File: src/rtl/cfg_loader.sv
// -----------------------------------------------------------------------------
// cfg_loader
//
// Loads the configuration vector of the four-cell fabric from a byte-wide
// frame: sync byte, NBYTES payload bytes (LSB-first), XOR checksum byte.
// The payload is collected in a shadow register. It is copied to config_bit
// in a single cycle, and only after the sync byte, the padding bits and the
// checksum have all been verified. The fabric is held in reset for the whole
// load, so it never runs on a half-written configuration.
//
// Ports
//   clk          in   clock, rising edge
//   reset        in   synchronous, active-high
//   start        in   begin a load (IDLE only)
//   abort        in   cancel a load in HEADER/PAYLOAD/CHECK
//   data_in      in   [7:0] frame byte
//   data_valid   in   data_in is valid
//   data_ready   out  loader accepts a byte this cycle
//   config_bit   out  [CFG_WIDTH-1:0] committed configuration
//   fabric_reset out  reset to the fabric cells
//   busy         out  load in progress (any state but IDLE)
//   done         out  one-cycle pulse after a successful commit
//   error        out  last load failed (sticky until next start/reset)
//   err_code     out  [1:0] 01 bad sync, 10 bad checksum, 11 non-zero padding
// -----------------------------------------------------------------------------
module cfg_loader #(
    parameter int          CFG_WIDTH = 124,
    parameter logic [7:0]  SYNC_BYTE = 8'hA5
) (
    input  logic                 clk,
    input  logic                 reset,
    input  logic                 start,
    input  logic                 abort,
    input  logic [7:0]           data_in,
    input  logic                 data_valid,
    output logic                 data_ready,
    output logic [CFG_WIDTH-1:0] config_bit,
    output logic                 fabric_reset,
    output logic                 busy,
    output logic                 done,
    output logic                 error,
    output logic [1:0]           err_code
);

    localparam int NBYTES = (CFG_WIDTH + 7) / 8;
    localparam int PAD    = 8 * NBYTES - CFG_WIDTH;
    localparam int CNT_W  = (NBYTES > 1) ? $clog2(NBYTES) : 1;

    localparam logic [CNT_W-1:0] LAST_IDX = CNT_W'(NBYTES - 1);
    // Bits of the last payload byte that lie above CFG_WIDTH.
    localparam logic [7:0]       PAD_MASK = ~(8'hFF >> PAD);

    localparam logic [1:0] ERR_SYNC  = 2'b01;
    localparam logic [1:0] ERR_CKSUM = 2'b10;
    localparam logic [1:0] ERR_PAD   = 2'b11;

    typedef enum logic [2:0] {
        S_IDLE,
        S_HEADER,
        S_PAYLOAD,
        S_CHECK,
        S_COMMIT
    } state_t;

    state_t               state;
    state_t               state_next;

    logic [CFG_WIDTH-1:0] shadow;
    logic [CNT_W-1:0]     cnt;
    logic [7:0]           cksum;

    logic                 take;        // byte consumed this edge
    logic                 load_clear;  // load accepted: clear frame context
    logic                 fail;
    logic [1:0]           fail_code;

    function automatic logic pad_bad(input logic [7:0] b);
        return |(b & PAD_MASK);
    endfunction

    // -------------------------------------------------------------------------
    // State register
    // -------------------------------------------------------------------------
    always_ff @(posedge clk) begin
        if (reset) begin
            state <= S_IDLE;
        end else begin
            state <= state_next;
        end
    end

    // -------------------------------------------------------------------------
    // Next state and handshake
    // -------------------------------------------------------------------------
    always_comb begin
        state_next = state;
        data_ready = 1'b0;
        load_clear = 1'b0;
        fail       = 1'b0;
        fail_code  = 2'b00;

        case (state)
            S_IDLE: begin
                // start wins over a simultaneous abort here
                if (start) begin
                    state_next = S_HEADER;
                    load_clear = 1'b1;
                end
            end

            S_HEADER: begin
                data_ready = 1'b1;
                if (abort) begin
                    state_next = S_IDLE;
                end else if (data_valid) begin
                    if (data_in == SYNC_BYTE) begin
                        state_next = S_PAYLOAD;
                    end else begin
                        state_next = S_IDLE;
                        fail       = 1'b1;
                        fail_code  = ERR_SYNC;
                    end
                end
            end

            S_PAYLOAD: begin
                data_ready = 1'b1;
                if (abort) begin
                    state_next = S_IDLE;
                end else if (data_valid && (cnt == LAST_IDX)) begin
                    if (pad_bad(data_in)) begin
                        state_next = S_IDLE;
                        fail       = 1'b1;
                        fail_code  = ERR_PAD;
                    end else begin
                        state_next = S_CHECK;
                    end
                end
            end

            S_CHECK: begin
                data_ready = 1'b1;
                if (abort) begin
                    state_next = S_IDLE;
                end else if (data_valid) begin
                    if (data_in == cksum) begin
                        state_next = S_COMMIT;
                    end else begin
                        state_next = S_IDLE;
                        fail       = 1'b1;
                        fail_code  = ERR_CKSUM;
                    end
                end
            end

            S_COMMIT: begin
                state_next = S_IDLE;
            end

            default: begin
                state_next = S_IDLE;
            end
        endcase
    end

    // Abort has priority: the byte presented alongside it is not consumed.
    assign take = data_valid && data_ready && !abort;
    assign busy = (state != S_IDLE);

    // -------------------------------------------------------------------------
    // Status and committed configuration
    // -------------------------------------------------------------------------
    always_ff @(posedge clk) begin
        if (reset) begin
            config_bit   <= '0;
            fabric_reset <= 1'b1;
            done         <= 1'b0;
            error        <= 1'b0;
            err_code     <= 2'b00;
        end else begin
            // Fabric is held in reset exactly while the loader is away from IDLE.
            fabric_reset <= (state_next != S_IDLE);
            done         <= (state == S_COMMIT);

            if (state == S_COMMIT) begin
                config_bit <= shadow;
            end

            if (load_clear) begin
                error    <= 1'b0;
                err_code <= 2'b00;
            end else if (fail) begin
                error    <= 1'b1;
                err_code <= fail_code;
            end
        end
    end

    // -------------------------------------------------------------------------
    // Frame collection: shadow register, byte counter, running checksum
    // -------------------------------------------------------------------------
    always_ff @(posedge clk) begin
        if (load_clear) begin
            shadow <= '0;
            cnt    <= '0;
            cksum  <= 8'h00;
        end else if ((state == S_PAYLOAD) && take) begin
            // Byte k lands on bits [8k+7:8k]; bits past CFG_WIDTH are dropped.
            for (int i = 0; i < CFG_WIDTH; i++) begin
                if ((i / 8) == int'(cnt)) begin
                    shadow[i] <= data_in[3'(i % 8)];
                end
            end
            cnt   <= cnt + 1'b1;
            cksum <= cksum ^ data_in;
        end
    end

endmodule

File: config.mk
export PLATFORM = sky130hd
export DESIGN_NAME = cfg_loader
export DESIGN_NICKNAME = d
export VERILOG_FILES = /design/src/rtl/cfg_loader.sv
export SDC_FILE = /design/constraint.sdc
export NUM_CORES = 1
export LEC_CHECK = 0
export CORE_MARGIN = 2
export CORE_UTILIZATION = 43
export DETAILED_ROUTE_END_ITERATION = 12
export DONT_BUFFER_PORTS = 1
export GPL_TIMING_DRIVEN = 0
export SETUP_SLACK_MARGIN = 0.3
export SLEW_MARGIN = 20
export SYNTH_ARGS = -nofsm -noshare
export SYNTH_HDL_FRONTEND = slang
export SYNTH_SLANG_ARGS = --single-unit
File: constraint.sdc
create_clock -name clk -period 2.7 [get_ports clk]
set_input_delay 0.54 -clock clk [delete_from_list [all_inputs] [get_ports clk]]
set_output_delay 0.54 -clock clk [all_outputs]
set_load 0.01 [all_outputs]
# After elaboration in Yosys (flattened, before gate mapping)
# Index checks and enable logic that the tools add are counted.
totals:
  reg_bits: 148
  inputBits: 13
  out_inout_bits: 131
  wordCells: 110
classes:
  add_sub_neg: 1
  n_eq_ne: 22
  n_mux: 34
  bitwise_logic: 1
  reduce_logical: 28
ops:
  columns: ["cell", "count"]
  rows:
  - ["$eq A4 B4 Y1 const A", 8]
  - ["$reduce_and A2 Y1", 16]
  - ["$mux W3", 8]
  - ["$eq A3 B4 Y1 const A", 4]
  - ["$mux W2", 8]
  - ["$mux W1", 15]
  - ["$pmux W3 S4", 1]
  - ["$eq A2 B4 Y1 const A", 2]
  - ["$eq A8 B8 Y1", 1]
  - ["$eq A8 B8 Y1 const B", 1]
  - ["$xor A8 B8 Y8", 1]
  - ["$eq A3 B2 Y1 const B", 2]
  - ["$pmux W2 S3", 1]
  - ["$reduce_bool A3 Y1", 2]
  - ["$add A4 B1 Y4 const B", 1]
  - ["$eq A1 B4 Y1 const A", 1]
  - ["$eq A4 B4 Y1 const B", 1]
  - ["$logic_and A1 B1 Y1", 4]
  - ["$logic_not A4 Y1", 1]
  - ["$reduce_or A4 Y1", 1]
  - ["$eq A3 B1 Y1 const B", 1]
  - ["$eq A3 B3 Y1 const B", 1]
  - ["$logic_not A3 Y1", 1]
  - ["$pmux W1 S3", 1]
  - ["3 further kinds", 3]

# Longest topological paths before layout
# Gate-level depths: netlist (run 1).
logic_depth:
  word_depth: 7
  ltp_mapped: 7
  mapped_depth_nobuf: 5

# Least setup slack after synthesis (run 1)
# Ideal clock, no wire load.
synth_path:
  path_type: "input to register"
  from: "input port data_in[1]"
  to: "register err_code[1]"
  setup_ns: 0.120
  arrival_ns: 1.572
  t_required_ns: 2.580
  path_slack_ns: 1.008
  stages: 5
  path_buffers: 1
  cell_sequence: "buf_2 -> xor2_1 -> nor4_1 -> a21oi_1 -> o31a_1"
synth_via:
  elab_chain_len: 5
  word_cells_on_any_way: 13
  cone_classes: "eq/ne (2); mux (11)"
synth_rtl:
  columns: ["element", "line_no", "text"]
  rows:
  - ["from (decl)", "34", "input logic [7:0] data_in,"]
  - ["$eq A8 B8 Y1, on equally long branches", "146, 116", null]
  - ["$mux W2, or another cell as far along", "146", "if (data_in == cksum) begin"]
  - ["$mux W2, or another cell as far along", "145", "end else if (data_valid) begin"]
  - ["$mux W2, or another cell as far along", "143", "if (abort) begin"]
  - ["$pmux W2 S3 / $pmux W1 S3 (equally long branches)", "102", "case (state)"]
  - ["to (signal assigned)", "194", "err_code <= fail_code;"]
  - ["to (decl)", "42", "output logic [1:0] err_code"]
# Parallel ways exist; a longest one is shown, timed or not.
# A chain may end at the register's enable or synchronous reset.

# Worst setup path after layout (run 1)
layout_path:
  from: "register state[1]"
  to: "register shadow[106]"
layout_via:
  elab_chain_len: 7
  word_cells_on_any_way: 11
  cone_classes: "eq/ne (3); mux (2); reduce/logical (6)"
layout_rtl:
  columns: ["element", "line_no", "text"]
  rows:
  - ["from (decl)", "65", "state_t state;"]
  - ["from (signal assigned)", "88", "state <= state_next;"]
  - ["$eq A3 B2 Y1, or another cell as far along", "102, 207", null]
  - ["$reduce_or A3 Y1 (no source line)", null, null]
  - ["$mux W1", "102", null]
  - ["$logic_and A1 B1 Y1 (2 in a row)", "167", "assign take = data_valid && data_ready && !abort;"]
  - ["$logic_and A1 B1 Y1", "207", "end else if ((state == S_PAYLOAD) && take) begin"]
  - ["$reduce_and A2 Y1 (no source line)", null, null]
  - ["to (signal, indexed assignment)", "211", "shadow[i] <= data_in[3'(i % 8)];"]
  - ["to (decl)", "68", "logic [CFG_WIDTH-1:0] shadow;"]
# Parallel ways exist; a longest one is shown, timed or not.

==> results of run 1 <==
worst max-delay path by stage:
stage / depth (start not counted) / end / slack (ns)
after floorplan: 5 / err_code[1]$_SDFFE_PP0P_ / 1.01
after global placement: 4 / shadow[112]$_SDFFE_PP0P_ / 0.72
after detailed placement: 4 / shadow[105]$_SDFFE_PP0P_ / 0.69
after CTS: 5 / shadow[113]$_SDFFE_PP0P_ / 0.71
after global routing: 5 / shadow[112]$_SDFFE_PP0P_ / 0.50
final: 5 / shadow[106]$_SDFFE_PP0P_ / 0.68
registers in the layout, summed over array words and instances, names as in the netlist:
signal / count
cksum: 8
cnt: 4
config_bit: 64
done: 1
err_code: 2
error: 1
fabric_reset: 1
shadow: 64
state: 3
layout make-up:
class                      count  area, µm²
tap                          180        225
sequential                   148       2960
buffer                       108        703
fill                        1335       6720
clock inverter                12        156
clock buffer                  19        443
inverter                       3       11.3
multi-input combinational    490       2770
logic make-up after synthesis:
logic type	synth area share [%]
simple gates	20.7
xor+xnor	2.67
mux	10.3
flops	47.6
compound gates	6.39
buf+inv	11.5
fa+ha+maj	0.804
other cells	0.0603
power breakdown:
part	internal (W)	leakage (nW)	switching (W)
clock network	0.00147	0.281	0.000902
logic	0.0000825	1.83	0.000145
registers	0.00219	1.19	0.00000176
cells in the final DEF, fill, tap and decap left out, types with 17 or more instances in the layout:
cell / n
mux2i_1: 64
xor2_1: 18
buf_4: 63
a21oi_1: 67
clkbuf_1: 21
nor2_1: 83
conb_1: 60
buf_2: 18
nand2_1: 134
clkbuf_16: 17
dfxtp_1: 148
stage by stage:
step	utilization [%]	hold slack (ns)	instance area (µm²)	power [W]
after global placement	47.7	0.441	6670	0.00246
after floorplan	-	0.431	6440	0.00242
final	52.0	0.369	7270	0.00479
after detailed placement	47.7	0.444	6670	0.00246
after global routing	52.0	0.383	7270	0.00496
after CTS	52.0	0.355	7270	0.00484
worst max-delay path, stage by stage (launching register included):
cell and delay [ns]:
dfxtp_1 0.29, buf_2 0.16, nor4b_2 0.73, buf_2 0.37
buf_2 0.27, nor2_1 0.08
routing by layer:
| layer | vias up | wire length, µm |
|---|---|---|
| li1 | 2309 | - |
| met4 | 0 | 164 |
| met5 | - | 0 |
| met3 | 12 | 923 |
| met1 | 2184 | 6330 |
| met2 | 134 | 6670 |
==> results.sh, run 1 <==
export IMPL_synthDistinctLibCells=41
export IMPL_gr_usage_met3_pct=5.63
export IMPL_hold_end="cksum[7]$_SDFFE_PP0P_"
export IMPL_startpoint_type="flip-flop"
export IMPL_critPathCaptureType="flip-flop"
export IMPL_grt_overflow=0
export IMPL_drv_slew=0
export IMPL_setup_violations=0
export IMPL_cts_tree="done"
export IMPL_min_from="data_in[7]"
export IMPL_async_flop_share_pct=0
export IMPL_io_buffers=0
export IMPL_yosysTopAreaCell="dfxtp_1"
export IMPL_reg2reg_slack_ns=0.68
export IMPL_required_ns=3.01
export IMPL_synth_seq_cells=148
export IMPL_status="finished, final reports clean"
export IMPL_ff2ff_path_depth=5
export IMPL_yosysWarnings=0
export IMPL_rsz0062_at_grt="false"
export IMPL_maxCapViolCount=0
export IMPL_leakagePower_nw=3.30
export IMPL_vdd_drop_max_mv=0.400
export IMPL_grt_use_met1_pct=23.5
export IMPL_cts_sinks=148
export IMPL_setup_slack_ns=0.681
export IMPL_worstMarginPinSlew_ns=0.814
export IMPL_cts_setup_buffers=0
export IMPL_yosysMostFrequentCell="dfxtp_1"
export IMPL_drt_pass1_iter_count=5
export IMPL_ctsResizeCount=0
export IMPL_cts_buffers=17
export IMPL_cp_max_fo=10
export IMPL_grt_antenna_before_repair=0
export IMPL_drt_vias_per_instance=4.83
export IMPL_clock_latency_ns=0.42
export IMPL_grt_use_total_pct=18.5
export IMPL_syn_inst=690
export IMPL_place_inst=929
export IMPL_fp_dieW_um=124
export IMPL_grtUsageMet2_pct=30.0
export IMPL_synth_yosys_seq_area_share_pct=47.6
export IMPL_die_h_um=124
export IMPL_syn2layout_area_growth_pct=16.8
export IMPL_nNetsFinal=785
export IMPL_grt_busiest_layer="met2"
export IMPL_syn_area_mm2=0.00622
export IMPL_crit_arrival_ns=2.33
export IMPL_row_count=43
export IMPL_start_util_pct=44.5
export IMPL_post_place_ws_ns=0.691
export IMPL_wire_per_inst_um=14.7
export IMPL_synthTopCellsByArea="dfxtp_1 (48%), mux2i_1 (10%), nand2_1 (8.1%), buf_4 (7.6%), a21oi_1 (5.4%)"
export IMPL_layout_min_cycle_time_ns=2.02
export IMPL_drt_wl_total_um=14100
export IMPL_num_vias=4639
export IMPL_cts_htree_levels=4
export IMPL_diodes=0
export IMPL_final_cell_count_no_fill=960
export IMPL_dpl_hpwl_um=10200
export IMPL_drive_gt1_share_pct=16.5
export IMPL_finalHoldViolCount=0
export IMPL_avgSynthCellArea_um2=9.02
export IMPL_hp_class="input port to flip-flop"
export IMPL_min_path_cells=3
export IMPL_fin_tns_setup_ns=0
export IMPL_synth_common_cells="dfxtp_1 (148), nand2_1 (134), nor2_1 (83)"
export IMPL_max_freq_mhz=495
export IMPL_worstSetupStartpoint="state[1]$_SDFF_PP0_"
export IMPL_gp_congestion=0.795
export IMPL_io_pins=144
export IMPL_fin_skew_ns=0.0103
export IMPL_r2r_start="state[1]$_SDFF_PP0_"
export IMPL_worst_setup_path_type="flip-flop to flip-flop"
export IMPL_root_buffer="clkbuf_16"
export IMPL_synth_top_area_share_pct=47.6
export IMPL_relSlewSlack_pct=45.6
export IMPL_clockBufferDepth=2
export IMPL_synth_edf_count=0
export IMPL_holdBufCountCts=0
export IMPL_drc=0
export IMPL_cellPowerDensity_mw_per_mm2=659
export IMPL_ant_nets=0
export IMPL_r2r_end="shadow[106]$_SDFFE_PP0P_"
export IMPL_dieArea_mm2=0.0155
export IMPL_drt_iter0_drc=285
export IMPL_grt_first_pass_wirelength_um=22800
export IMPL_ys_flop_type="dfxtp_1"
export IMPL_first_global_vias=4387
export IMPL_period_share_pct=74.8
export IMPL_clk_pin_slew_worst_paths_ns=0.06
export IMPL_fp_coreArea_mm2=0.0140
export IMPL_grt_max_degree=17
(Power assumes the default switching activity.)
==> inputs of run 2 (changes only) <==
==> constraint.sdc (replaced) <==
create_clock -name clk -period 1.7 [get_ports clk]
set_input_delay 0.34 -clock clk [delete_from_list [all_inputs] [get_ports clk]]
set_output_delay 0.34 -clock clk [all_outputs]
set_load 0.01 [all_outputs]
==> run 2 against run 1 <==
Clock skew is essentially flat. Sequential share of layout area shrank 6.4 points. Global-route usage grew 0.49 points. Count of clock-buffer cells in the layout shrank 1. Critical path type unchanged. Utilization grew 9.7 points. Setup slack lost 0.63 ns. Largest power group unchanged. Flip-flop and latch count is the same.
==> results.sh, run 2 (synthesized netlist as in run 1, its figures left out) <==
export IMPL_status="finished, final reports clean"
export IMPL_fin_skew_ns=0.00981
export IMPL_finalInstanceArea_mm2=0.00863
export IMPL_drv_slew=0
export IMPL_grt_first_pass_wirelength_um=23300
export IMPL_crit_chain="buf_6 -> nor4b_4 -> buf_6 -> buf_12 -> nand4_4 -> mux2i_1 -> nor2_1"
export IMPL_grtUsageMet2_pct=31.5
export IMPL_crit_end="shadow[80]$_SDFFE_PP0P_"
export IMPL_cts_htree_levels=4
export IMPL_required_ns=2.01
export IMPL_dieArea_mm2=0.0155
export IMPL_wire_per_inst_um=15.8
export IMPL_cp_max_fo=10
export IMPL_final_common_cell="dfxtp_1"
export IMPL_io_buffers=0
export IMPL_clockBufferDepth=2
export IMPL_placed_cell_area_mm2=0.00672
export IMPL_ff2ff_path_depth=7
export IMPL_reg2reg_slack_ns=0.05
export IMPL_maxCapViolCount=0
export IMPL_fill_cells=1175
export IMPL_fin_util_pct=61.7
export IMPL_grt_max_degree=17
export IMPL_drt_iter0_drc=262
export IMPL_drt_vias_per_instance=4.92
export IMPL_grt_overflow=0
export IMPL_cellPowerDensity_mw_per_mm2=875
export IMPL_layout_common_cells="dfxtp_1 (144), nor2_1 (79), buf_4 (77)"
export IMPL_worst_path_buf_inv=3
export IMPL_max_freq_mhz=605
export IMPL_crit_arrival_ns=1.96
export IMPL_post_place_ws_ns=-0.303
export IMPL_whs_ns=0.167
export IMPL_r2r_end="shadow[80]$_SDFFE_PP0P_"
export IMPL_io_pins=144
export IMPL_gr_usage_met3_pct=6.23
export IMPL_dpl_hpwl_um=10200
export IMPL_drive_gt1_share_pct=38.4
export IMPL_relSlewSlack_pct=49.1
export IMPL_crit_top_cell="buf_6"
export IMPL_worst_setup_path_type="flip-flop to flip-flop"
export IMPL_leakagePower_nw=4.54
export IMPL_fp_coreArea_mm2=0.0140
export IMPL_grt_antenna_before_repair=0
export IMPL_crit_family="simple AND/OR/NAND/NOR gates"
export IMPL_grt_use_total_pct=19.0
export IMPL_row_count=43
export IMPL_holdBufCountCts=0
export IMPL_worstMarginPinSlew_ns=0.763
export IMPL_ant_nets=0
export IMPL_finalHoldViolCount=0
export IMPL_startpoint_type="flip-flop"
export IMPL_period_share_pct=97.2
export IMPL_multi_input_area_mm2=0.00355
export IMPL_cts_sinks=148
export IMPL_gp_congestion=0.809
export IMPL_hp_class="input port to flip-flop"
export IMPL_fp_dieW_um=124
export IMPL_root_buffer="clkbuf_16"
export IMPL_clk_pin_slew_worst_paths_ns=0.06
export IMPL_grt_busiest_layer="met2"
export IMPL_start_util_pct=44.5
export IMPL_drt_pass1_iter_count=4
export IMPL_setup_slack_ns=0.0478
export IMPL_vdd_drop_max_mv=0.693
export IMPL_syn2layout_area_growth_pct=38.6
export IMPL_clock_latency_ns=0.42
export IMPL_r2r_start="state[2]$_SDFF_PP0_"
export IMPL_worstSetupStartpoint="state[2]$_SDFF_PP0_"
export IMPL_cts_buffers=17
export IMPL_drc=0
export IMPL_nNetsFinal=815
export IMPL_cts_tree="done"
export IMPL_rsz0062_at_grt="true"
export IMPL_first_global_vias=4603
export IMPL_drt_wl_total_um=15700
export IMPL_num_vias=4869
export IMPL_layout_min_cycle_time_ns=1.65
export IMPL_diodes=0
export IMPL_cp_num_cells=7
export IMPL_final_seq_area_mm2=0.00297
export IMPL_slowest_delay_ns=0.32
export IMPL_reg_top3="config_bit: 64 flops, shadow: 64 flops, cksum: 8 flops"
export IMPL_crit_path_top_delay_cell="dfxtp_2"
export IMPL_critPathCaptureType="flip-flop"
export IMPL_die_h_um=124
export IMPL_grt_use_met1_pct=22.7
export IMPL_setup_violations=0
==> run 2: stage by stage <==
step | total power [W] | TNS [ns] | std cells
6_report | 0.00755 | 0 | 989
5_1_grt | 0.00780 | -0.225 | 989
4_1_cts | 0.00755 | 0 | 973
3_5_place_dp | 0.00392 | -14.12 | 929
3_3_place_gp | 0.00391 | -12.34 | 929
2_1_floorplan | 0.00385 | 0 | 749
==> run 2: worst min path at each step <==
stage,to,startpoint,slack (ns),cells past startpoint
after global routing,cksum[5]$_SDFFE_PP0P_,data_in[5],0.17,3
after global placement,config_bit[91]$_SDFFE_PP0P_,shadow[91]$_SDFFE_PP0P_,0.44,2
after CTS,cksum[7]$_SDFFE_PP0P_,data_in[7],0.16,3
after floorplan,config_bit[120]$_SDFFE_PP0P_,shadow[120]$_SDFFE_PP0P_,0.43,2
final,state[0]$_SDFF_PP0_,abort,0.17,3
after detailed placement,config_bit[121]$_SDFFE_PP0P_,shadow[121]$_SDFFE_PP0P_,0.44,2
==> run 2: what timing repair did <==
item | CTS | global route
endpoints found under the setup margin | 144 | 137
pin swaps | 5 | 106
buffers inserted | 14 | 8
gates resized for setup | 38 | 255
cloned | 0 | 8
hold endpoints to repair | 0 | 0
==> run 2: worst register-to-register path, stage by stage, from the launching register on <==
cell and delay (ns):
dfxtp_2 0.32, buf_6 0.12, nor4b_4 0.30, buf_6 0.19
buf_12 0.17, nand4_4 0.16, mux2i_1 0.22, nor2_1 0.06
==> run 2: cell type report <==
type | instances | area share [%]
Clock buffer | 18 | 5.09
Tap cell | 180 | 2.61
Buffer | 108 | 10.7
Clock inverter | 12 | 1.52
Timing Repair Buffer | 30 | 4.40
Sequential cell | 148 | 34.4
Multi-Input combinational cell | 490 | 41.1
Inverter | 3 | 0.131
==> run 2: per-layer routing <==
| metal | part of all wire (%) | vias to the layer above |
|---|---|---|
| li1 | - | 2379 |
| met3 | 5.5 | 21 |
| met1 | 43 | 2338 |
| met4 | 1.5 | 0 |
| met5 | 0 | - |
| met2 | 50 | 131 |
==> run 2: report_power, final <==
group / total, W / switching [W] / leakage [nW] / internal (W)
clock network: 0.00363 / 0.00145 / 0.270 / 0.00218
logic: 0.000443 / 0.000262 / 3.07 / 0.000181
registers: 0.00348 / 0.00000313 / 1.19 / 0.00347
==> inputs of run 3 (changes only) <==
--- a/config.mk
+++ b/config.mk
@@ -5,11 +5,13 @@
 export SDC_FILE = /design/constraint.sdc
 export NUM_CORES = 1
 export LEC_CHECK = 0
+export ABC_AREA = 1
 export CORE_MARGIN = 2
-export CORE_UTILIZATION = 43
+export CORE_UTILIZATION = 55
 export DETAILED_ROUTE_END_ITERATION = 12
 export DONT_BUFFER_PORTS = 1
 export GPL_TIMING_DRIVEN = 0
+export PLACE_DENSITY = 0.73
 export SETUP_SLACK_MARGIN = 0.3
 export SLEW_MARGIN = 20
 export SYNTH_ARGS = -nofsm -noshare
==> run 3 against run 2 <==
Maximum frequency grew 8.2%. Synthesized cell count grew 12%. Clock skew shrank 0.0027 ns. Via count grew 11%. Register-to-register slack better by 0.13 ns. Non-clock buffer count fell by 4. Hold slack got worse by 0.16 ns. Critical endpoint is now shadow[97]$_SDFFE_PP0P_. Largest power group unchanged. Highest routed layer unchanged.
==> results.sh, run 3 <==
export IMPL_drc=0
export IMPL_nNetsFinal=910
export IMPL_ys_flop_type="dfxtp_1"
export IMPL_row_count=38
export IMPL_cts_tree="done"
export IMPL_drv_slew=0
export IMPL_avgSynthCellArea_um2=7.80
export IMPL_clock_latency_ns=0.55
export IMPL_synthDistinctLibCells=26
export IMPL_drt_pass1_iter_count=5
export IMPL_io_buffers=0
export IMPL_synth_yosys_seq_area_share_pct=49.0
export IMPL_min_from="data_in[5]"
export IMPL_fp_coreArea_mm2=0.0108
export IMPL_relSlewSlack_pct=46.5
export IMPL_fin_tns_setup_ns=0
export IMPL_crit_arrival_ns=1.95
export IMPL_synth_seq_cells=148
export IMPL_layout_common_cells="nor2_1 (144), dfxtp_1 (142), buf_4 (81)"
export IMPL_yosysTopAreaCell="dfxtp_1"
export IMPL_seqPwrFrac_pct=46.4
export IMPL_whs_ns=0.0112
export IMPL_diodes=0
export IMPL_yosysMostFrequentCell="nor2_1"
export IMPL_synth_top_area_share_pct=49.0
export IMPL_reg_top3="config_bit: 64 flops, shadow: 64 flops, cksum: 8 flops"
export IMPL_drt_vias_per_instance=5.17
export IMPL_worstSetupStartpoint="state[0]$_SDFF_PP0_"
export IMPL_cts_sinks=148
export IMPL_syn_area_mm2=0.00604
export IMPL_setup_violations=0
export IMPL_synth_common_cells="nor2_1 (156), dfxtp_1 (148), o21ai_0 (124)"
export IMPL_drt_wl_total_um=16100
export IMPL_synthTopCellsByArea="dfxtp_1 (49%), o21ai_0 (10%), nor2_1 (9.7%), buf_4 (7.8%), a21oi_1 (6.3%)"
export IMPL_dieArea_mm2=0.0118
export IMPL_required_ns=2.12
export IMPL_p_sw_share_pct=22.7
export IMPL_clockBufferDepth=2
export IMPL_cp_max_fo=10
export IMPL_worst_setup_path_type="flip-flop to flip-flop"
export IMPL_synth_edf_count=0
export IMPL_worstMarginPinSlew_ns=0.803
export IMPL_finalHoldViolCount=0
export IMPL_die_h_um=109
export IMPL_p_total_w=0.00747
export IMPL_cellPowerDensity_mw_per_mm2=934
export IMPL_first_global_vias=4948
export IMPL_grt_max_degree=17
export IMPL_syn2layout_area_growth_pct=32.3
export IMPL_dpl_hpwl_um=10100
export IMPL_root_buffer="clkbuf_8"
export IMPL_vdd_drop_max_mv=0.744
export IMPL_status="finished, final reports clean"
export IMPL_clock_power_share_pct=47.5
export IMPL_period_share_pct=89.8
export IMPL_wl_met2_um=8100
export IMPL_final_cell_count_no_fill=1046
export IMPL_r2r_start="state[0]$_SDFF_PP0_"
export IMPL_maxCapViolCount=0
export IMPL_place_inst=974
export IMPL_maxUsedRoutingLayer="met4"
export IMPL_drive_gt1_share_pct=28.8
export IMPL_p_sw_w=0.00169
export IMPL_yosysWarnings=0
export IMPL_cts_buffers=17
export IMPL_leakagePower_nw=3.41
export IMPL_fill_cells=752
export IMPL_max_freq_mhz=655
export IMPL_gp_congestion=0.861
export IMPL_drt_iter0_drc=429
export IMPL_grt_first_pass_wirelength_um=23500
export IMPL_final_common_cell="nor2_1"
export IMPL_dr_wl_met3_um=1140
export IMPL_hp_class="input port to flip-flop"
export IMPL_comb_power_share_pct=6.1
export IMPL_fin_util_pct=74.1
export IMPL_grt_overflow=0
export IMPL_wire_per_inst_um=15.4
export IMPL_cts_htree_levels=4
export IMPL_critPathCaptureType="flip-flop"
export IMPL_syn_inst=775
export IMPL_ant_nets=0
export IMPL_rsz0062_at_grt="true"
export IMPL_fin_skew_ns=0.00708
export IMPL_fp_dieW_um=109
export IMPL_layout_min_cycle_time_ns=1.53
export IMPL_io_pins=144
export IMPL_internal_power_w=0.00578
export IMPL_wl_met1_um=6480
export IMPL_num_vias=5408
export IMPL_start_util_pct=56.0
export IMPL_startpoint_type="flip-flop"
export IMPL_grt_use_total_pct=25.8
export IMPL_async_flop_share_pct=0
export IMPL_grt_antenna_before_repair=0
export IMPL_clk_pin_slew_worst_paths_ns=0.06
==> run 3: cell types whose count changed after synthesis, moves of 18 or more <==
cell and delta:
nor2_1 +73, o21ai_0 +124, inv_1 +43, xor2_1 -18, nand2_1 -62, mux2i_1 -64
==> run 3: metrics by stage <==
| step | setup slack [ns] | instance area [µm²] |
|---|---|---|
| floorplan | 0.319 | 6260 |
| global placement | -0.00929 | 6440 |
| detailed placement | -0.0668 | 6440 |
| CTS | 0.169 | 7490 |
| global route | 0.115 | 8000 |
| finish | 0.173 | 8000 |
==> run 3: power by group through the flow <==
stage / clock network (W) / registers, W / logic (W)
floorplan: 0 / 0.00355 / 0.000299
CTS: 0.00357 / 0.00347 / 0.000409
finish: 0.00355 / 0.00347 / 0.000458
global route: 0.00374 / 0.00347 / 0.000501
detailed placement: 0 / 0.00355 / 0.000357
global placement: 0 / 0.00355 / 0.000355
==> run 3: cells by family after synthesis <==
group | share of synthesized area (%)
buf+inv | 13.2
flops | 49.0
compound gates | 16.7
simple gates | 20.2
fa+ha+maj | 0.828
other cells | 0.0621
==> run 3: path summary, 6_finish.rpt <==
check | slack [ns] | depth (start not counted) | endpoint
worst min-delay path | 0.01 | 3 | cksum[5]$_SDFFE_PP0P_
worst min register to register | 0.45 | 2 | shadow[43]$_SDFFE_PP0P_
worst max register to register | 0.17 | 5 | shadow[97]$_SDFFE_PP0P_
worst max-delay path | 0.17 | 5 | shadow[97]$_SDFFE_PP0P_
==> run 3: cell type report <==
type,instances,area (µm²),share of cell area (%)
Sequential cell,148,2990,37.3
Multi-Input combinational cell,540,2920,36.5
Buffer,94,707,8.84
Clock buffer,25,494,6.18
Timing Repair Buffer,40,429,5.37
Inverter,52,219,2.74
Tap cell,140,175,2.19
Clock inverter,7,70.1,0.876
==> run 3: what timing repair did <==
item / 4_1_cts / 5_1_grt
gates resized for setup: 110 / 149
hold buffers: 8 / 0
pin swaps: 13 / 31
buffers inserted: 15 / 16
setup endpoints to repair: 149 / 144
endpoints found under the hold margin: 13 / 0
cloned: 1 / 0
==> run 3: routing by layer <==
layer	up-vias	global-route usage [%]
met2	202	44.0
met1	2528	30.1
li1	2643	-
met5	-	0
met3	35	8.37
met4	0	9.89
==> run 3: worst max-delay path: stages (launching register included) <==
cell	delay (ns)
dfxtp_4	0.36
nor2_4	0.18
nand3_2	0.24
clkinv_2	0.24
buf_2	0.28
a21oi_1	0.09
